--- src/rtl/multi_cycle_ctrl_pkg.sv ---
// Shared encodings for the multi-cycle MIPS-style core: opcodes, FSM states,
// ALU operations, next-PC and destination-register selects.
package multi_cycle_ctrl_pkg;

    localparam logic [5:0] OP_ADD  = 6'b000000;
    localparam logic [5:0] OP_SUB  = 6'b000001;
    localparam logic [5:0] OP_ADDI = 6'b000010;
    localparam logic [5:0] OP_OR   = 6'b010000;
    localparam logic [5:0] OP_AND  = 6'b010001;
    localparam logic [5:0] OP_ORI  = 6'b010010;
    localparam logic [5:0] OP_SLL  = 6'b011000;
    localparam logic [5:0] OP_SLT  = 6'b100110;
    localparam logic [5:0] OP_SW   = 6'b110000;
    localparam logic [5:0] OP_LW   = 6'b110001;
    localparam logic [5:0] OP_BEQ  = 6'b110100;
    localparam logic [5:0] OP_BNE  = 6'b110101;
    localparam logic [5:0] OP_J    = 6'b111000;
    localparam logic [5:0] OP_JR   = 6'b111001;
    localparam logic [5:0] OP_JAL  = 6'b111010;
    localparam logic [5:0] OP_HALT = 6'b111111;

    typedef enum logic [2:0] {
        S_IF     = 3'b000,
        S_ID     = 3'b001,
        S_EXE_LS = 3'b010,
        S_MEM    = 3'b011,
        S_WB_LD  = 3'b100,
        S_EXE_BR = 3'b101,
        S_EXE_AL = 3'b110,
        S_WB_AL  = 3'b111
    } state_t;

    localparam logic [2:0] ALU_ADD = 3'b000;
    localparam logic [2:0] ALU_SUB = 3'b001;
    localparam logic [2:0] ALU_SLL = 3'b010;
    localparam logic [2:0] ALU_OR  = 3'b011;
    localparam logic [2:0] ALU_AND = 3'b100;
    localparam logic [2:0] ALU_SLT = 3'b110;

    localparam logic [1:0] PC_NEXT   = 2'b00;
    localparam logic [1:0] PC_BRANCH = 2'b01;
    localparam logic [1:0] PC_REG    = 2'b10;
    localparam logic [1:0] PC_JUMP   = 2'b11;

    localparam logic [1:0] RD_RA = 2'b00;
    localparam logic [1:0] RD_RT = 2'b01;
    localparam logic [1:0] RD_RD = 2'b10;

    function automatic logic is_rtype(input logic [5:0] op);
        return op == OP_ADD || op == OP_SUB || op == OP_OR ||
               op == OP_AND || op == OP_SLL || op == OP_SLT;
    endfunction

    function automatic logic is_alu_op(input logic [5:0] op);
        return is_rtype(op) || op == OP_ADDI || op == OP_ORI;
    endfunction

endpackage

--- src/rtl/multi_cycle_ctrl.sv ---
// Multi-cycle control FSM: only the state is registered, all control
// outputs decode combinationally from state, opcode and zero.
module multi_cycle_ctrl
    import multi_cycle_ctrl_pkg::*;
(
    input  logic       clk,
    input  logic       reset,
    input  logic [5:0] opcode,
    input  logic       zero,
    output logic       PCWre,
    output logic [1:0] PCSrc,
    output logic       IRWre,
    output logic       RegWre,
    output logic [1:0] RegDst,
    output logic       WrRegDSrc,
    output logic       ALUSrcA,
    output logic       ALUSrcB,
    output logic [2:0] ALUOp,
    output logic       ExtSel,
    output logic       mRD,
    output logic       mWR,
    output logic       DBDataSrc,
    output logic [2:0] state
);

    state_t r_state;
    state_t w_next;
    logic   r_run;

    logic w_alu, w_br, w_ls, w_take;
    logic w_pcw, w_rgw;
    logic [1:0] w_pcs;

    assign w_alu  = is_alu_op(opcode);
    assign w_br   = (opcode == OP_BEQ) || (opcode == OP_BNE);
    assign w_ls   = (opcode == OP_LW) || (opcode == OP_SW);
    assign w_take = (opcode == OP_BEQ && zero) ||
                    (opcode == OP_BNE && !zero);

    // First edge after reset release holds IF so its outputs are seen once.
    always_ff @(posedge clk or posedge reset) begin
        if (reset) begin
            r_state <= S_IF;
            r_run   <= 1'b0;
        end else begin
            r_run <= 1'b1;
            if (r_run)
                r_state <= w_next;
        end
    end

    always_comb begin
        w_next = S_IF;
        case (r_state)
            S_IF: w_next = S_ID;
            S_ID: begin
                if (w_alu)
                    w_next = S_EXE_AL;
                else if (w_br)
                    w_next = S_EXE_BR;
                else if (w_ls)
                    w_next = S_EXE_LS;
                else
                    w_next = S_IF;
            end
            S_EXE_AL: w_next = S_WB_AL;
            S_EXE_LS: w_next = S_MEM;
            S_MEM:    w_next = (opcode == OP_LW) ? S_WB_LD : S_IF;
            default:  w_next = S_IF;
        endcase
    end

    always_comb begin
        w_pcw = 1'b0;
        w_rgw = 1'b0;
        w_pcs = PC_NEXT;
        case (r_state)
            S_ID: begin
                w_pcw = !(w_alu || w_br || w_ls || opcode == OP_HALT);
                w_rgw = (opcode == OP_JAL);
                if (opcode == OP_J || opcode == OP_JAL)
                    w_pcs = PC_JUMP;
                else if (opcode == OP_JR)
                    w_pcs = PC_REG;
            end
            S_EXE_BR: begin
                w_pcw = 1'b1;
                if (w_take)
                    w_pcs = PC_BRANCH;
            end
            S_MEM:   w_pcw = (opcode == OP_SW);
            S_WB_AL: begin
                w_pcw = 1'b1;
                w_rgw = 1'b1;
            end
            S_WB_LD: begin
                w_pcw = 1'b1;
                w_rgw = 1'b1;
            end
            default: ;
        endcase

        RegDst = RD_RA;
        if (is_rtype(opcode))
            RegDst = RD_RD;
        else if (opcode == OP_ADDI || opcode == OP_ORI || opcode == OP_LW)
            RegDst = RD_RT;

        ALUOp = ALU_ADD;
        case (opcode)
            OP_SUB, OP_BEQ, OP_BNE: ALUOp = ALU_SUB;
            OP_OR, OP_ORI:          ALUOp = ALU_OR;
            OP_AND:                 ALUOp = ALU_AND;
            OP_SLL:                 ALUOp = ALU_SLL;
            OP_SLT:                 ALUOp = ALU_SLT;
            default:                ALUOp = ALU_ADD;
        endcase
    end

    assign PCWre     = w_pcw && !reset;
    assign PCSrc     = PCWre ? w_pcs : PC_NEXT;
    assign IRWre     = (r_state == S_IF) && !reset;
    assign RegWre    = w_rgw && !reset;
    assign WrRegDSrc = (opcode != OP_JAL);
    assign ALUSrcA   = (opcode == OP_SLL);
    assign ALUSrcB   = (opcode == OP_ADDI) || (opcode == OP_ORI) || w_ls;
    assign ExtSel    = (opcode != OP_ORI);
    assign mWR       = (r_state == S_MEM) && (opcode == OP_SW) && !reset;
    assign mRD       = (r_state == S_MEM || r_state == S_WB_LD) &&
                       (opcode == OP_LW) && !reset;
    assign DBDataSrc = (opcode == OP_LW);
    assign state     = r_state;

endmodule

--- config.mk ---
export PLATFORM = sky130hd
export DESIGN_NAME = multi_cycle_ctrl
export DESIGN_NICKNAME = d
export VERILOG_FILES = /design/src/rtl/multi_cycle_ctrl_pkg.sv /design/src/rtl/multi_cycle_ctrl.sv
export SDC_FILE = /design/constraint.sdc
export NUM_CORES = 1
export LEC_CHECK = 0
export BUFFER_PORTS_ARGS = -buffer_cell sky130_fd_sc_hd__buf_2
export CORE_UTILIZATION = 45
export DETAILED_ROUTE_END_ITERATION = 10
export HOLD_SLACK_MARGIN = 0.03
export PLACE_DENSITY = 0.75
export SLEW_MARGIN = 20
export SYNTH_ARGS = -nofsm -noshare
export SYNTH_HDL_FRONTEND = slang
export SYNTH_SLANG_ARGS = --single-unit
--- constraint.sdc ---
create_clock -name clk -period 1.8 [get_ports clk]
set_input_delay 0.27 -clock clk [delete_from_list [all_inputs] [get_ports clk]]
set_output_delay 0.27 -clock clk [all_outputs]
set_load 0.01 [all_outputs]
==> Word-level counts from Yosys, hierarchy flattened <==
Cells that the tools add are included.
{ "op_classes": {"eq_ne": 24, "muxes": 15, "n_reduce_logical": 36} }
{ "op_table": {"columns": ["cell", "count"], "rows": [
  ["6-bit == test, second input constant", 9],
  ["3-bit one-hot mux with 5 select lines", 2],
  ["6-bit by 5-bit == test with 1-bit output, second input constant", 4],
  ["1-bit logical OR", 18],
  ["3-bit == test, second input constant", 4],
  ["2-bit two-way mux", 5],
  ["1-bit logical AND", 9],
  ["3-bit two-way mux", 3],
  ["3-bit by 2-bit == test with 1-bit output, second input constant", 2],
  ["6-bit by 1-bit == test with 1-bit output, second input constant", 1],
  ["6-bit by 2-bit == test with 1-bit output, second input constant", 1],
  ["6-bit logical NOT", 1],
  ["6-bit by 5-bit inequality test with 1-bit output, second input constant", 1],
  ["6-bit inequality test, second input constant", 1],
  ["3-bit OR reduction", 2],
  ["2-bit one-hot mux with 2 select lines", 1],
  ["2-bit OR reduction", 2],
  ["3-bit by 1-bit == test with 1-bit output, second input constant", 1],
  ["1-bit logical NOT", 3],
  ["3-bit logical NOT", 1],
  ["1-bit one-hot mux with 3 select lines", 1],
  ["1-bit two-way mux", 2],
  ["1-bit one-hot mux with 2 select lines", 1]
]} }
{ "totals": {"register_bits": 4, "out_inout_bits": 20, "elab_cells": 77} }

==> Longest topological paths before layout <==
{ "depth": {"ltp_word": 15, "ltp_mapped": 5, "mapped_depth_nobuf": 4} }

==> Worst setup path before layout <==
No wires, ideal clock.
{ "synth_timing": {"path_type": "register -> output", "startpoint": "register r_state[1], in the netlist state[1]", "endpoint": "output PCWre", "arrival_ns": 1.363, "slack_ns": 0.167, "stages_incl_launch_ff": 6, "path_buffers": 1, "cell_sequence": "dfrtp_1 -> clkbuf_1 -> nor3b_1 -> o21ai_0 -> nand4b_1 -> a31oi_1"} }
{ "synth_via": {"elab_chain_cells": 4} }
{ "synth_lines": {"columns": ["element", "line", "text"], "rows": [
  ["start: declaration", "multi_cycle_ctrl.sv:26", "state_t r_state;"],
  ["start signal: assignment", "multi_cycle_ctrl.sv:48", "r_state <= w_next;"],
  ["3-bit == test", "multi_cycle_ctrl.sv:77", "case (r_state)"],
  ["3-bit OR reduction (no source line)", null, null],
  ["1-bit one-hot mux with 3 select lines *", "multi_cycle_ctrl.sv:77", null],
  ["1-bit logical AND *", "multi_cycle_ctrl.sv:120", "assign PCWre = w_pcw && !reset;"],
  ["end: declaration", "multi_cycle_ctrl.sv:10", "output logic PCWre,"]
]} }
Mark *: on every way between the ends. The rest lies on a longest branch, timed or not.

==> Worst setup path after layout <==
{ "layout_timing": {"startpoint": "input opcode[5]", "endpoint": "output PCWre"} }
{ "layout_via": {"elab_chain_cells": 14} }
{ "layout_lines": {"columns": ["element", "line", "text"], "rows": [
  ["start: declaration", "multi_cycle_ctrl.sv:8", "input logic [5:0] opcode,"],
  ["6-bit by 1-bit == test with 1-bit output / 6-bit logical NOT (equally long branches)", "multi_cycle_ctrl_pkg.sv:50", "return op == OP_ADD || op == OP_SUB || op == OP_OR ||"],
  ["1-bit logical OR (3 in series)", "multi_cycle_ctrl_pkg.sv:50", null],
  ["1-bit logical OR (2 in series)", "multi_cycle_ctrl_pkg.sv:51", "op == OP_AND || op == OP_SLL || op == OP_SLT;"],
  ["1-bit logical OR (2 in series)", "multi_cycle_ctrl_pkg.sv:55", "return is_rtype(op) || op == OP_ADDI || op == OP_ORI;"],
  ["1-bit logical OR (3 in series)", "multi_cycle_ctrl.sv:79", "w_pcw = !(w_alu || w_br || w_ls || opcode == OP_HALT);"],
  ["1-bit logical NOT", "multi_cycle_ctrl.sv:79", null],
  ["1-bit one-hot mux with 3 select lines *", "multi_cycle_ctrl.sv:77", null],
  ["1-bit logical AND *", "multi_cycle_ctrl.sv:120", null]
]} }
Marked as above.

==> results.txt <==
- The layout has 113 filler cells.
* Final Max Slew Viols: 0
- Antenna violations before repair: 0
- Total Power: 0.000806 W
- Final count of negative-setup-slack endpoints: 0
* Share of the yosys chip area belonging to registers: between 15 and 20%
- Post-synthesis register bit count: 4
* Crit start category: primary input
- The pre-antenna-repair detailed-routing pass consisted of 5 iterations.
- The clock network is responsible for roughly an eighth of the overall power.
- Number of placement rows: 13
- Pin placement for this block handled 29 I/O pins.
- In this run the power spent charging and discharging nets is about 0.00035 W.
- Number of sinks driven by the clock tree: 4
- Worst Skew: approximately 0.00081 ns
- Total power density per cell area: approximately 880 nW/µm²
- Number of cells produced by synthesis: about 90
- Of the total power, the share spent switching nets is between 40% and 50%.
* Clock buffers created by TritonCTS: 3
* Total length of routed wires: slightly below 2000 µm
- Of all nets on the critical path, the largest fanout is 13.
- The worst hold path belongs to the class primary input to async pin.
- Hold violation count in the final report: 0
- Placer's final routability congestion estimate: between 0.8 and 0.9
* Vertical die dimension: 39.9 µm
- In this run the cell area of the synthesized design comes to 646 µm².
- HPWL Detailed: between 1000 and 1500 µm
* TritonCTS clock tree: done
* Int Power: roughly 0.00046 W
- Number of distinct standard cells referenced by the synthesized netlist: 39
- Area grow syn2layout: 42.1%
* Post-route design area: 917 µm²
- The number of antenna diodes in the final layout is 0.
* Type of the worst setup path: primary input to output pin
* Post-DR wirelength/cell: around 14 µm
* Setup repair after global routing missed its margin: yes
- The worst-case IR drop observed on VDD is 0.639 mV.
- For this run, design rule violations remaining after detail routing come to 0.
- Area inside the core boundary: around 1300 µm²
- Reported leakage power: around 0.44 nW
- Mean instance size in the synthesized netlist: 7.02 µm²
- The floorplan step defined a die boundary enclosing about 1600 µm².
- After detailed routing, the number of vias per cell comes to a little over 6.
- Cells with a size suffix above 1 make up between 40% and 50% of the layout.
- The Yosys step of the flow raised 0 warnings.
- Final period util: a little over nine tenths
- Arrival time at the worst endpoint: approximately 1.5 ns
- Timing would allow up to 566 MHz.
- Initial drt markers: 39
- The tool flagged a number of max-cap violations equal to 0.
- The flow ran to the end, and the final reports show no timing, DRC or antenna violations.
- Counting along the longest clock path gives a buffer depth of 2.
* Mapped Nets: just over 100
- Vias in the first global route: ~650
- H-Tree Level Count: 1
- Sum of overflow across all layers after global routing: 0
- The count of buffers added on input and output ports is 28.
* Worst path required time: between 1.5 and 2 ns
* Effective utilization at floorplan: between 40% and 50%
- In this run the clock root is driven by a sky130_fd_sc_hd__clkbuf_4.
- The share of total power dissipated in combinational logic is 64.7%.
- In the global route stage, overall resource usage came out at around 26%.
- Registers are responsible for about 23% of the overall power.
- Once placement finished, the instance area stood at 815 µm².
- Clock insertion delay at the later pin of the skew report: about 0.22 ns
* Wire length of the first global-routing pass: ~2800 µm
* Die Width: between 30 and 40 µm
- ANT nets after route: 0
- Time the worst path needs with I/O delays and setup: around 1.8 ns
* Net count reported at finish: about 140
* Clk pin slew, worst setup/hold paths: about 0.030 ns
- Kind of capture point of the worst setup path: output pin
- Pin count of the biggest net entering global routing: 14
- The routed layout has roughly 860 vias.
-- final timing paths --
path	from	to	depth (start not counted)	slack (ns)
min	reset	r_run	3	0.53
min reg2reg	r_run	state[0]	1	0.58
min in group clk	r_run	state[0]	1	0.58
max in group asynchronous	reset	state[1]	3	1.08
max	opcode[5]	PCWre	6	0.03
max reg2reg	state[1]	state[0]	4	0.61
-- kinds of logic (layout without fill, tap and decap cells) --
kind of cell,count (synthesis),in the layout,synth area share (%)
simple gates,50,50,48.8
flops,4,4,15.5
compound gates,21,21,23.3
mux,1,1,1.74
buf+inv,15,50,10.1
other cells,1,1,0.581
-- layout by cell type, fill, tap and decap left out, types with 2 or more instances in the layout --
master                     synthesis  routed
sky130_fd_sc_hd__a211oi_1          4       3
sky130_fd_sc_hd__a21oi_1           5       5
sky130_fd_sc_hd__a31oi_1           2       2
sky130_fd_sc_hd__and2b_1           2       2
sky130_fd_sc_hd__buf_2             4      28
sky130_fd_sc_hd__buf_4             1      12
sky130_fd_sc_hd__clkbuf_4          0       3
sky130_fd_sc_hd__dfrtp_2           0       3
sky130_fd_sc_hd__inv_1             6       6
sky130_fd_sc_hd__nand2_1           9       9
sky130_fd_sc_hd__nand2b_1          3       2
sky130_fd_sc_hd__nand3_1           7       7
sky130_fd_sc_hd__nand4b_1          4       4
sky130_fd_sc_hd__nor2_1            7       7
sky130_fd_sc_hd__nor3_1            2       2
sky130_fd_sc_hd__nor3b_1           3       2
sky130_fd_sc_hd__o21ai_1           1       2
-- flip-flops by register name, summed over array words and instances, names as in the netlist --
signal,flops
r_run,1
state,3
-- cell usage after synthesis --
library cell                instances  area, µm²
sky130_fd_sc_hd__dfrtp_1            4        100
sky130_fd_sc_hd__inv_1              6       22.5
sky130_fd_sc_hd__a32o_1             1       10.0
sky130_fd_sc_hd__nor3_1             2       10.0
sky130_fd_sc_hd__nand2b_1           3       18.8
sky130_fd_sc_hd__nor2b_1            2       12.5
sky130_fd_sc_hd__a211oi_1           4       30.0
sky130_fd_sc_hd__o21ai_1            1       5.00
sky130_fd_sc_hd__nor2_1             7       26.3
sky130_fd_sc_hd__and2b_1            2       15.0
sky130_fd_sc_hd__nand3_1            7       35.0
sky130_fd_sc_hd__a2bb2oi_2          1       15.0
sky130_fd_sc_hd__and4bb_1           2       25.0
sky130_fd_sc_hd__and4_1             1       8.76
sky130_fd_sc_hd__a32oi_1            1       8.76
sky130_fd_sc_hd__a211o_1            1       8.76
sky130_fd_sc_hd__nand4b_1           4       35.0
sky130_fd_sc_hd__or4b_1             1       10.0
sky130_fd_sc_hd__o31ai_1            1       7.51
sky130_fd_sc_hd__buf_4              1       7.51
sky130_fd_sc_hd__mux2_2             1       11.3
sky130_fd_sc_hd__and3b_1            1       8.76
sky130_fd_sc_hd__buf_2              4       20.0
sky130_fd_sc_hd__conb_1             1       3.75
sky130_fd_sc_hd__nand4_1            1       6.26
sky130_fd_sc_hd__a22o_1             1       8.76
sky130_fd_sc_hd__nand2_1            9       33.8
sky130_fd_sc_hd__or4b_4             1       13.8
sky130_fd_sc_hd__nor4_1             1       6.26
sky130_fd_sc_hd__a31oi_1            2       12.5
sky130_fd_sc_hd__buf_1              1       3.75
sky130_fd_sc_hd__clkbuf_1           3       11.3
sky130_fd_sc_hd__nor4_2             1       12.5
sky130_fd_sc_hd__or2_2              1       6.26
sky130_fd_sc_hd__nor4b_1            1       8.76
sky130_fd_sc_hd__o311ai_1           1       8.76
sky130_fd_sc_hd__o21ai_0            2       10.0
sky130_fd_sc_hd__nor3b_1            3       22.5
sky130_fd_sc_hd__a21oi_1            5       25.0
-- worst max-delay path: stages --
cell and delay, ns:
sky130_fd_sc_hd__buf_2 0.17, sky130_fd_sc_hd__or4b_4 0.55, sky130_fd_sc_hd__a2bb2oi_2 0.17, sky130_fd_sc_hd__nand4b_1 0.11, sky130_fd_sc_hd__a31oi_1 0.08, sky130_fd_sc_hd__buf_2 0.15
-- area by class of cell --
| class | count | area (µm²) | share of cell area [%] |
|---|---|---|---|
| Multi-Input combinational cell | 73 | 509 | 55.5 |
| Clock buffer | 3 | 22.5 | 2.46 |
| Timing Repair Buffer | 41 | 240 | 26.2 |
| Sequential cell | 4 | 104 | 11.3 |
| Tap cell | 15 | 18.8 | 2.05 |
| Inverter | 6 | 22.5 | 2.46 |
-- layer usage --
metal  share of wire [%]  routed length (µm)  global-route usage (%)
met1                  43                 835                    35.2
met2                  48                 947                    40.3
met3                 9.0                 176                    1.14
met4                   0                   0                    12.1
met5                   0                   0                       0
-- what timing repair did --
| item | in CTS | in global routing |
|---|---|---|
| endpoints found under the hold margin | 4 | 0 |
| gates resized for setup | 7 | 3 |
| setup buffers | 1 | 4 |
| pin swaps | 0 | 3 |
| setup endpoints to repair | 3 | 4 |
| hold buffers | 1 | 0 |
-- metrics by stage --
stage,setup TNS (ns),std cells,worst slack (ns),util (%),hold WS (ns)
floorplan,0,92,0.167,-,0.0419
global placement,0,133,0.0704,61.8,0.205
detailed placement,0,133,0.0359,61.8,0.208
CTS,0,138,0.0149,66.8,0.528
global route,-0.166,142,-0.0909,69.6,0.559
finish,0,142,0.0321,69.6,0.533
-- power groups by stage --
stage	sequential [W]	clock (W)	combinational, W
final	0.000182	0.000103	0.000521
after global routing	0.000190	0.000113	0.000561
after CTS	0.000182	0.000109	0.000445
after detailed placement	0.000168	0	0.000403
after global placement	0.000165	0	0.000395
after floorplan	0.000156	0	0.000278
Power figures use the tool's default switching activity.
